===== src/rtl/reg_bus_pkg.sv =====
// Shared types and constants for the register bus adapter.
package reg_bus_pkg;

    // Adapter FSM: IDLE accepts a request, RSP presents the response.
    typedef enum logic {
        IDLE = 1'b0,
        RSP  = 1'b1
    } state_e;

    // Every register occupies one 32-bit word of byte address space.
    localparam int unsigned REG_BYTES = 4;

    // Number of byte-offset bits inside one register word.
    localparam int unsigned OFF_W = $clog2(REG_BYTES);

endpackage


===== src/rtl/reg_addr_decode.sv =====
// Combinational decode of a bus access: one-hot register select plus error flag.
// An access is rejected when it is misaligned, lands beyond the last register,
// or is a write that does not enable every byte lane.
module reg_addr_decode
    import reg_bus_pkg::*;
#(
    parameter int NREGS = 8,
    parameter int AW    = 8,
    parameter int DW    = 32
) (
    input  logic [AW-1:0]    addr_i,
    input  logic [DW/8-1:0]  be_i,
    input  logic             we_i,
    output logic [NREGS-1:0] hit_o,
    output logic             err_o
);

    localparam int IDX_W = AW - OFF_W;

    logic [IDX_W-1:0] idx;
    logic [31:0]      idx_ext;
    logic             misaligned;
    logic             out_of_range;
    logic             partial_wr;

    assign idx          = addr_i[AW-1:OFF_W];
    assign idx_ext      = 32'(idx);
    assign misaligned   = |addr_i[OFF_W-1:0];
    assign out_of_range = (idx_ext >= 32'(NREGS));
    assign partial_wr   = we_i & ~(&be_i);
    assign err_o        = misaligned | out_of_range | partial_wr;

    // Select exactly one register for a legal access, none for an errored one.
    always_comb begin
        hit_o = '0;
        for (int k = 0; k < NREGS; k++) begin
            if (idx_ext == 32'(k)) begin
                hit_o[k] = 1'b1;
            end
        end
        if (err_o) begin
            hit_o = '0;
        end
    end

endmodule


===== src/rtl/reg_bus_adapter.sv =====
// Bridges a request/grant + valid/ready register bus onto a bank of register
// slices. Each accepted access produces a single-cycle we/re strobe to the
// addressed slice and one response that is held until the requester takes it.
// Read data is sampled on the accept edge so read-clear side effects, which
// land one cycle later, never disturb the returned value.
module reg_bus_adapter
    import reg_bus_pkg::*;
#(
    parameter int NREGS = 8,
    parameter int AW    = 8,
    parameter int DW    = 32
) (
    input  logic                clk_i,
    input  logic                rst_ni,

    input  logic                req_i,
    output logic                gnt_o,
    input  logic                req_we_i,
    input  logic [AW-1:0]       req_addr_i,
    input  logic [DW-1:0]       req_wdata_i,
    input  logic [DW/8-1:0]     req_be_i,

    output logic                rsp_valid_o,
    input  logic                rsp_ready_i,
    output logic [DW-1:0]       rsp_rdata_o,
    output logic                rsp_err_o,

    output logic [NREGS-1:0]    reg_we_o,
    output logic [NREGS-1:0]    reg_re_o,
    output logic [DW-1:0]       reg_wd_o,
    input  logic [NREGS*DW-1:0] reg_qs_i
);

    state_e           state_q, state_d;
    logic [NREGS-1:0] we_q, we_d;
    logic [NREGS-1:0] re_q, re_d;
    logic [DW-1:0]    wd_q, wd_d;
    logic [DW-1:0]    rdata_q, rdata_d;
    logic             err_q, err_d;

    logic [NREGS-1:0] hit;
    logic             dec_err;
    logic [DW-1:0]    rd_sel;

    reg_addr_decode #(
        .NREGS (NREGS),
        .AW    (AW),
        .DW    (DW)
    ) u_decode (
        .addr_i (req_addr_i),
        .be_i   (req_be_i),
        .we_i   (req_we_i),
        .hit_o  (hit),
        .err_o  (dec_err)
    );

    // Read-data mux driven by the one-hot select; an errored access selects nothing and reads zero.
    always_comb begin
        rd_sel = '0;
        for (int k = 0; k < NREGS; k++) begin
            if (hit[k]) begin
                rd_sel = rd_sel | reg_qs_i[k*DW +: DW];
            end
        end
    end

    // Next-state logic: capture the access on accept, strobes last only the first RSP cycle.
    always_comb begin
        state_d = state_q;
        we_d    = '0;
        re_d    = '0;
        wd_d    = wd_q;
        rdata_d = rdata_q;
        err_d   = err_q;
        case (state_q)
            IDLE: begin
                if (req_i) begin
                    state_d = RSP;
                    err_d   = dec_err;
                    if (req_we_i) begin
                        we_d    = hit;
                        wd_d    = req_wdata_i;
                        rdata_d = '0;
                    end else begin
                        re_d    = hit;
                        rdata_d = rd_sel;
                    end
                end
            end
            RSP: begin
                // New requests are ignored here; the requester keeps req_i up until granted.
                if (rsp_ready_i) begin
                    state_d = IDLE;
                end
            end
            default: begin
                state_d = IDLE;
            end
        endcase
    end

    // State and registered outputs; reset clears everything, dropping any pending response.
    always_ff @(posedge clk_i or negedge rst_ni) begin
        if (!rst_ni) begin
            state_q <= IDLE;
            we_q    <= '0;
            re_q    <= '0;
            wd_q    <= '0;
            rdata_q <= '0;
            err_q   <= 1'b0;
        end else begin
            state_q <= state_d;
            we_q    <= we_d;
            re_q    <= re_d;
            wd_q    <= wd_d;
            rdata_q <= rdata_d;
            err_q   <= err_d;
        end
    end

    assign gnt_o       = (state_q == IDLE);
    assign rsp_valid_o = (state_q == RSP);
    assign rsp_rdata_o = rdata_q;
    assign rsp_err_o   = err_q;
    assign reg_we_o    = we_q;
    assign reg_re_o    = re_q;
    assign reg_wd_o    = wd_q;

endmodule


===== config.mk =====
export PLATFORM = sky130hd
export DESIGN_NAME = reg_bus_adapter
export DESIGN_NICKNAME = d
export VERILOG_FILES = /design/src/rtl/reg_bus_pkg.sv /design/src/rtl/reg_addr_decode.sv /design/src/rtl/reg_bus_adapter.sv
export SDC_FILE = /design/constraint.sdc
export NUM_CORES = 1
export LEC_CHECK = 0
export ABC_CLOCK_PERIOD_IN_PS = 2100
export BUFFER_PORTS_ARGS = -buffer_cell sky130_fd_sc_hd__buf_2
export CAP_MARGIN = 20
export CORE_AREA = 2 2 149 151
export CTS_CLUSTER_SIZE = 12
export DETAILED_ROUTE_END_ITERATION = 6
export DIE_AREA = 0 0 151 153
export PLACE_DENSITY_LB_ADDON = 0.3
export SLEW_MARGIN = 25
export SYNTH_ARGS = -nofsm -noshare
export SYNTH_HDL_FRONTEND = slang
export SYNTH_SLANG_ARGS = --single-unit

===== constraint.sdc =====
create_clock -name clk_i -period 2.1 [get_ports clk_i]
set_input_delay 0.315 -clock clk_i [delete_from_list [all_inputs] [get_ports clk_i]]
set_output_delay 0.315 -clock clk_i [all_outputs]
set_load 0.02 [all_outputs]

==> results.cfg, run 1 <==
[synth]
synth_ff_type = dfrtp_1
netlist_instances = 484
synth_nets = 789
syn_avg_cell_area_um2 = 10.91
ys_top_cells_by_count = dfrtp_1 (82), mux2_2 (82), a22oi_1 (46)
yosysSeqAreaShare = 0.3885
synth_cell_type_count = 38
synth_warnings = 0
async_flop_share = 1.000
synth_edf_count = 0
synth_top_area_share = 0.3885
mappedNetlistArea_um2 = 5281
synth_area_leaders = dfrtp_1 (39%), mux2_2 (17%), a22oi_1 (6.5%)
synth_top_area_cell = dfrtp_1
ys_seq_elements = 82

[floorplanning]
die_area_um2 = 23100
num_io_pins = 388
die_h_um = 153
start_util = 0.2458
rows = 54
fp.coreArea_um2 = 21490
die_w_um = 151

[setup_path]
cp-end-kind = flip-flop
worstPathMaxFanout = 33
critical_path_arrival_ns = 1.98
r2r-start = rsp_valid_o
ff2ff_path_depth = 4
rrSetupSlack_ns = 0.34
cp.required_ns = 2.32
critPathLaunchType = flip-flop
reg2reg_to = reg_wd_o[31]
path_class = flip-flop to flip-flop

[run]
cap_violations = 0

[layout]
final_nets = 1164
fin_util = 0.3690
drive_gt1_frac = 0.6076
n_antenna_cell = 0
fill_cells = 2242
areaGrowthSynthToFinish_pct = 50.13
layout.cells.non_filler = 1144

[detailed_routing]
wl_um = 23050
dr.pass1.iters = 5
viasPerCell = 4.996
vias = 5715
first_iter_violations = 252
drc = 0
wl_per_cell_um = 20.15
drt.antenna.violating_nets = 0

[grt]
antenna_found_initial = 0
grt-ovfl-total = 0
grt_max_degree = 66
grt_pass1_vias = 5868
grt_pass1_wl_um = 34270
grt_usage = 0.1964

[clocking]
numCtsBuffers = 9
cts_resized = 0
htree_levels = 3
clock_sinks = 82
cts_tree = built
clockBufferDepth = 2
clock_tree.root_cell = clkbuf_16
clk_latency_ns = 0.34
cts.clk_slew.worst_paths_ns = 0.06

[timing]
min_period_over_period = 0.8402
slew_viol_final = 0
grt_setup_unrepaired = false
fin_hold_ws_ns = 0.1597
finalHoldViolCount = 0
setup_tns_ns = 0
worst_slack_ns = 0.3357
min_period_ns = 1.764
worst_pin_slew_ns = 0.8718
fmax_mhz = 566.8
max_slew_margin = 0.4171
fin_skew_ns = 0.008954
finalSetupViolations = 0

[power_and_ir_drop]
ir_worst_vdd_v = 0.0002809
p_leak_nw = 3.844
powerDensity_nw_per_um2 = 628.2

[placed_design]
gp_congestion = 0.8441
dp_slack_ns = 0.03112
hpwl_um = 18310
dp_cells = 1127
io_buffers = 387

[hold_path]
hold_path_depth = 2
hold_end = rsp_valid_o
hp-start = rsp_ready_i
holdCritPathClass = input port to flip-flop

[run_status]
outcome = finished clean
## timing repair
item / in CTS / in global routing
buffers inserted: 0 / 0
hold endpoints to repair: 20 / 0
hold buffers: 1 / 0
## cells by family after synthesis
family,Yosys count,share of synthesized area
AOI/OAI and AO/OA,181,0.2592
muxes,114,0.2355
and+or+nand+nor,52,0.06184
buffers and inverters,55,0.05496
DFF,82,0.3885
## power breakdown
part           internal (mW)  leakage (nW)  switching, mW
clock network          0.852         0.146          0.720
registers               1.78          1.06         0.0879
logic                  0.719          2.63          0.823
## cell type report
type                            count  area (um2)  area share
Inverter                            2       7.507   0.0009468
Clock inverter                      6       47.55    0.005997
Tap cell                          280       350.3     0.04418
Sequential cell                    82        2052      0.2588
Multi-Input combinational cell    347        2958      0.3730
Timing Repair Buffer              417        2275      0.2869
Clock buffer                       10       239.0     0.03014
## sequential cells by signal, summed over array words and instances, names as in the netlist
register	count
reg_re_o	8
reg_wd_o	32
reg_we_o	8
rsp_err_o	1
rsp_rdata_o	32
rsp_valid_o	1
## metrics by stage
step | area, um2 | total power, mW
after floorplan | 5281 | 2.715
after global placement | 7605 | 3.441
after detailed placement | 7632 | 3.454
after CTS | 7929 | 5.068
after global routing | 7929 | 5.283
final | 7929 | 4.981
## cell usage in the layout, fill, tap and decap left out, types with 2 or more instances in the layout
master       n
nor4b_4      2
nand3b_1     2
inv_1        2
inv_6        3
nor2_1       5
a2bb2oi_1   32
nor4_1       3
a22oi_1     46
buf_2      386
o21ai_1     18
o22a_1      18
a21oi_1     14
o22ai_1     14
a32oi_1     32
mux2_2      82
buf_12       7
buf_4       22
clkbuf_16    9
clkinv_2     2
nor3_1       8
dfrtp_1     82
mux2i_1     32
o211ai_2     2
nand2_1     18
## layer usage
metal	global-route usage	vias to the layer above	part of all wire
met5	0	-	0
met4	0.06631	0	0.023
met3	0.04239	36	0.074
met2	0.3318	301	0.49
met1	0.2469	2706	0.41
li1	-	2672	-
## how the worst max path moves through the flow
stage | start | end | slack [ns] | cells past startpoint
global route | rsp_valid_o | reg_wd_o[22] | 0.21 | 4
floorplan | rsp_valid_o | reg_wd_o[28] | 0.47 | 6
finish | rsp_valid_o | reg_wd_o[31] | 0.34 | 4
detailed placement | req_be_i[2] | rsp_rdata_o[18] | 0.03 | 6
global placement | req_be_i[2] | rsp_rdata_o[7] | -0.04 | 5
CTS | rsp_valid_o | reg_wd_o[31] | 0.29 | 4
## critical path, cell delays in order (launching register included)
cell	delay [ns]
dfrtp_1	0.42
nor2b_2	0.37
nand2_1	0.30
buf_12	0.26
mux2_2	0.28
(Power assumes the default switching activity.)
==> run 2: changes to the inputs <==
- ABC_CLOCK_PERIOD_IN_PS: 2100 -> 1600
- CORE_AREA: 2 2 149 151 -> 2 2 150 152
- DIE_AREA: 0 0 151 153 -> 0 0 152 154
- clock period: 2.1 -> 1.6 ns (I/O delays scaled with it)
==> results.cfg, run 2 (same netlist as run 1, synthesis figures left out) <==
[setup_path]
path_class = flip-flop to flip-flop
crit_path_end = rsp_rdata_o[1]
cp-end-kind = flip-flop
critPathLaunchType = flip-flop
cp.required_ns = 1.86
rrSetupSlack_ns = 0.06
reg2reg_to = rsp_rdata_o[1]
r2r-start = rsp_valid_o
critical_path_arrival_ns = 1.80
worstPathMaxFanout = 49
crit_start = rsp_valid_o
ff2ff_path_depth = 5

[timing]
fin_skew_ns = 0.009566
grt_setup_unrepaired = false
max_slew_margin = 0.7341
worst_slack_ns = 0.06152
worst_pin_slew_ns = 0.3989
finalSetupViolations = 0
slew_viol_final = 0
fin_hold_ws_ns = 0.08365
min_period_ns = 1.538
finalHoldViolCount = 0
setup_tns_ns = 0
fmax_mhz = 650.0
min_period_over_period = 0.9616

[power_and_ir_drop]
powerDensity_nw_per_um2 = 786.2
p_clk_frac = 0.307
switching_share = 0.3272
power_mw = 6.562
p_sw_mw = 2.147
combPwrFrac = 0.320
power.share.sequential = 0.374
p_int_mw = 4.415
ir_worst_vdd_v = 0.0003684
p_leak_nw = 4.070

[clocking]
numCtsBuffers = 9
clk_latency_ns = 0.34
clockBufferDepth = 2
clock_tree.root_cell = clkbuf_16
cts_tree = built
cts.clk_slew.worst_paths_ns = 0.06
htree_levels = 3
clock_sinks = 82

[grt]
antenna_found_initial = 7
grt-ovfl-total = 0
grt_pass1_wl_um = 34540
grt_usage = 0.1904
grt_pass1_vias = 5982
grt_max_degree = 50

[layout]
final_nets = 1204
multi_input_area_um2 = 2969
mostFrequentLayoutCell = buf_2
layout.cells.non_filler = 1190
drive_gt1_frac = 0.6272
areaGrowthSynthToFinish_pct = 58.02
final-seq-area_um2 = 2053
final_cell_mix = buf_2 (386), mux2_2 (82), dfrtp_1 (81), buf_4 (54), a22oi_1 (46)
fill_cells = 2194

[floorplanning]
rows = 54
start_util = 0.2435
die_h_um = 154
fp.coreArea_um2 = 21690
die_area_um2 = 23410
num_io_pins = 388
die_w_um = 152

[detailed_routing]
dr.pass1.iters = 4
first_iter_violations = 283
wl_um = 22990
vias = 5809
drt.antenna.violating_nets = 0
wl_per_cell_um = 19.32
viasPerCell = 4.882
drc = 0

[placed_design]
io_buffers = 387
gp_congestion = 0.8475
dp_slack_ns = -0.2124
dp_cells = 1165
hpwl_um = 18580

[run]
cap_violations = 0

[hold_path]
holdCritPathClass = input port to flip-flop

[run_status]
outcome = finished clean
[run 2: cell types whose count changed in the layout (fill, tap and decap cells not counted), sizes merged]
cell      change
clkinv        -1
buf          +40
clkbuf        -1
diode         +6
clkinvlp      +2
[run 2: layout make-up]
class,instances,area share
multi-input cells,347,0.3558
repair buffers,457,0.3196
flip-flops and latches,82,0.2460
well taps,280,0.04198
clock buffers,9,0.02699
clock inverters,7,0.006897
diodes,6,0.001799
inverters,2,0.0008996
[run 2: through the flow]
step           utilization  cell area (um2)
6_report            0.3848             8346
5_1_grt             0.3848             8346
4_1_cts             0.3834             8315
3_5_place_dp        0.3694             8011
3_3_place_gp        0.3694             8011
2_1_floorplan            -             5283
[run 2: routing by layer]
metal	track usage	share of wire
met1	0.2472	0.44
met2	0.3172	0.48
met3	0.03720	0.056
met4	0.06542	0.022
met5	0	0.00057
[run 2: power groups by stage]
stage	registers (mW)	clock network [mW]	logic, mW
2_1_floorplan	2.83	0	0.734
3_3_place_gp	2.48	0	2.09
3_5_place_dp	2.49	0	2.10
4_1_cts	2.45	2.10	2.11
5_1_grt	2.49	2.20	2.25
6_report	2.45	2.01	2.10
[run 2: worst max-delay path, cell delays in order (launching register included)]
cell	delay (ns)
dfrtp_2	0.41
nand2b_2	0.18
buf_12	0.25
a21oi_1	0.08
a22oi_1	0.31
a2bb2oi_1	0.21
[run 2: worst min-delay path by stage]
stage | from | endpoint | slack, ns | depth (start not counted)
after global routing | rsp_ready_i | rsp_valid_o | 0.07 | 2
after detailed placement | rst_ni | reg_wd_o[31] | 0.08 | 1
after global placement | rst_ni | reg_wd_o[31] | 0.09 | 1
after floorplan | rst_ni | reg_re_o[0] | -0.06 | 0
after CTS | rsp_ready_i | rsp_valid_o | 0.07 | 2
final | rsp_ready_i | rsp_valid_o | 0.08 | 2
[run 2: repair_timing]
item | in CTS | in global routing
setup buffers | 0 | 2
cloned | 0 | 0
hold buffers | 1 | 0
endpoints found under the setup margin | 12 | 3
resized for setup | 2 | 0
hold endpoints to repair | 34 | 0
==> run 3: changes to the inputs <==
- REMOVE_ABC_BUFFERS: unset -> 1
==> results.cfg, run 3 (same netlist as run 1, synthesis figures left out) <==
[detailed_routing]
wl_per_cell_um = 19.07
drc = 0
drt.antenna.violating_nets = 0
dr.pass1.iters = 5
wl_um = 22040
vias = 5813
first_iter_violations = 318
viasPerCell = 5.029

[setup_path]
critPathLaunchType = flip-flop
path_cells = nor2b_2 -> nand4_1 -> buf_4 -> a2bb2oi_1 -> o21ai_1
critical_path_arrival_ns = 1.69
path_class = flip-flop to flip-flop
rrSetupSlack_ns = 0.18
cp_slowest_cell = dfrtp_1
cp.required_ns = 1.87
cp-end-kind = flip-flop
worstPathMaxFanout = 18
cpLargestDelayFamily = simple AND/OR/NAND/NOR gates
cp_num_buf_inv = 1
crit_path_max_incr_delay_ns = 0.41

[power_and_ir_drop]
ir_worst_vdd_v = 0.0004342
powerDensity_nw_per_um2 = 802.6
p_leak_nw = 3.919
power_mw = 6.512

[timing]
finalSetupViolations = 0
grt_setup_unrepaired = false
min_period_ns = 1.422
worst_pin_slew_ns = 0.3796
fmax_mhz = 703.0
fin_skew_ns = 0.01215
finalHoldViolCount = 0
max_slew_margin = 0.7434
setup_tns_ns = 0
slew_viol_final = 0
worst_slack_ns = 0.1776
fin_hold_ws_ns = 0.08625
min_period_over_period = 0.8890

[layout]
final_nets = 1176
final-seq-area_um2 = 2052
drive_gt1_frac = 0.6142
fill_cells = 2202
mostFrequentLayoutCell = buf_2
multi_input_area_um2 = 2967
n_antenna_cell = 0
final_cell_mix = buf_2 (386), mux2_2 (82), dfrtp_1 (82), a22oi_1 (46)
fin_area_um2 = 8114
areaGrowthSynthToFinish_pct = 53.64

[placed_design]
gp_congestion = 0.7708
dpl-instance-area_um2 = 7824
hpwl_um = 16900
io_buffers = 387
dp_slack_ns = -0.1047

[floorplanning]
die_h_um = 154
fp.coreArea_um2 = 21690
start_util = 0.2435
rows = 54
die_w_um = 152
die_area_um2 = 23410
num_io_pins = 388

[grt]
grt_max_degree = 52
antenna_found_initial = 0
grt-ovfl-total = 0
grt_pass1_vias = 6029
grt_usage = 0.1828
grt_pass1_wl_um = 33500

[run]
cap_violations = 0

[clocking]
clock_sinks = 82
htree_levels = 3
clock_tree.root_cell = clkbuf_16
cts_tree = built
clockBufferDepth = 2
clk_latency_ns = 0.35
numCtsBuffers = 9
cts.clk_slew.worst_paths_ns = 0.06

[run_status]
outcome = finished clean

[hold_path]
holdCritPathClass = input port to flip-flop
## run 3: report_power, final
group	internal (mW)	switching (mW)
Sequential	2.33	0.117
Clock	1.07	0.952
Combinational	0.965	1.07
## run 3: worst register-to-register path, stage by stage, from the launching register on
cell       delay (ns)
dfrtp_1          0.41
nor2b_2          0.25
nand4_1          0.17
buf_4            0.27
a2bb2oi_1        0.17
o21ai_1          0.08
## run 3: metal layers
layer	part of all wire	vias up	GRT usage
met3	0.066	45	0.03072
li1	-	2702	-
met1	0.39	2747	0.2126
met5	0	-	0
met4	0.041	0	0.09791
met2	0.50	319	0.3220
## run 3: repair_timing
| item | CTS | global route |
|---|---|---|
| hold endpoints to repair | 14 | 0 |
| setup buffers | 0 | 0 |
| resized for setup | 0 | 0 |
| hold buffers | 1 | 0 |
## run 3: metrics by stage
step           instances  utilization
6_report            1156       0.3741
5_1_grt             1156       0.3741
4_1_cts             1156       0.3741
3_5_place_dp        1139       0.3607
3_3_place_gp        1139       0.3607
2_1_floorplan        431            -
## run 3: cell type report
| class | count | area share |
|---|---|---|
| clock buffers | 10 | 0.02822 |
| clock inverters | 6 | 0.006322 |
| multi-input cells | 347 | 0.3656 |
| well taps | 280 | 0.04318 |
| repair buffers | 429 | 0.3029 |
| inverters | 2 | 0.0009252 |
| flip-flops and latches | 82 | 0.2529 |
## run 3: path summary, 6_finish.rpt
check / startpoint / end / cells after the start
max in group asynchronous: rst_ni / reg_we_o[3] / 3
worst max register to register: rsp_valid_o / rsp_rdata_o[30] / 5
worst min-delay path: rsp_ready_i / rsp_valid_o / 2
min in group asynchronous: rst_ni / reg_wd_o[16] / 2
worst min register to register: rsp_err_o / rsp_err_o / 1
worst max-delay path: rsp_valid_o / rsp_rdata_o[30] / 5
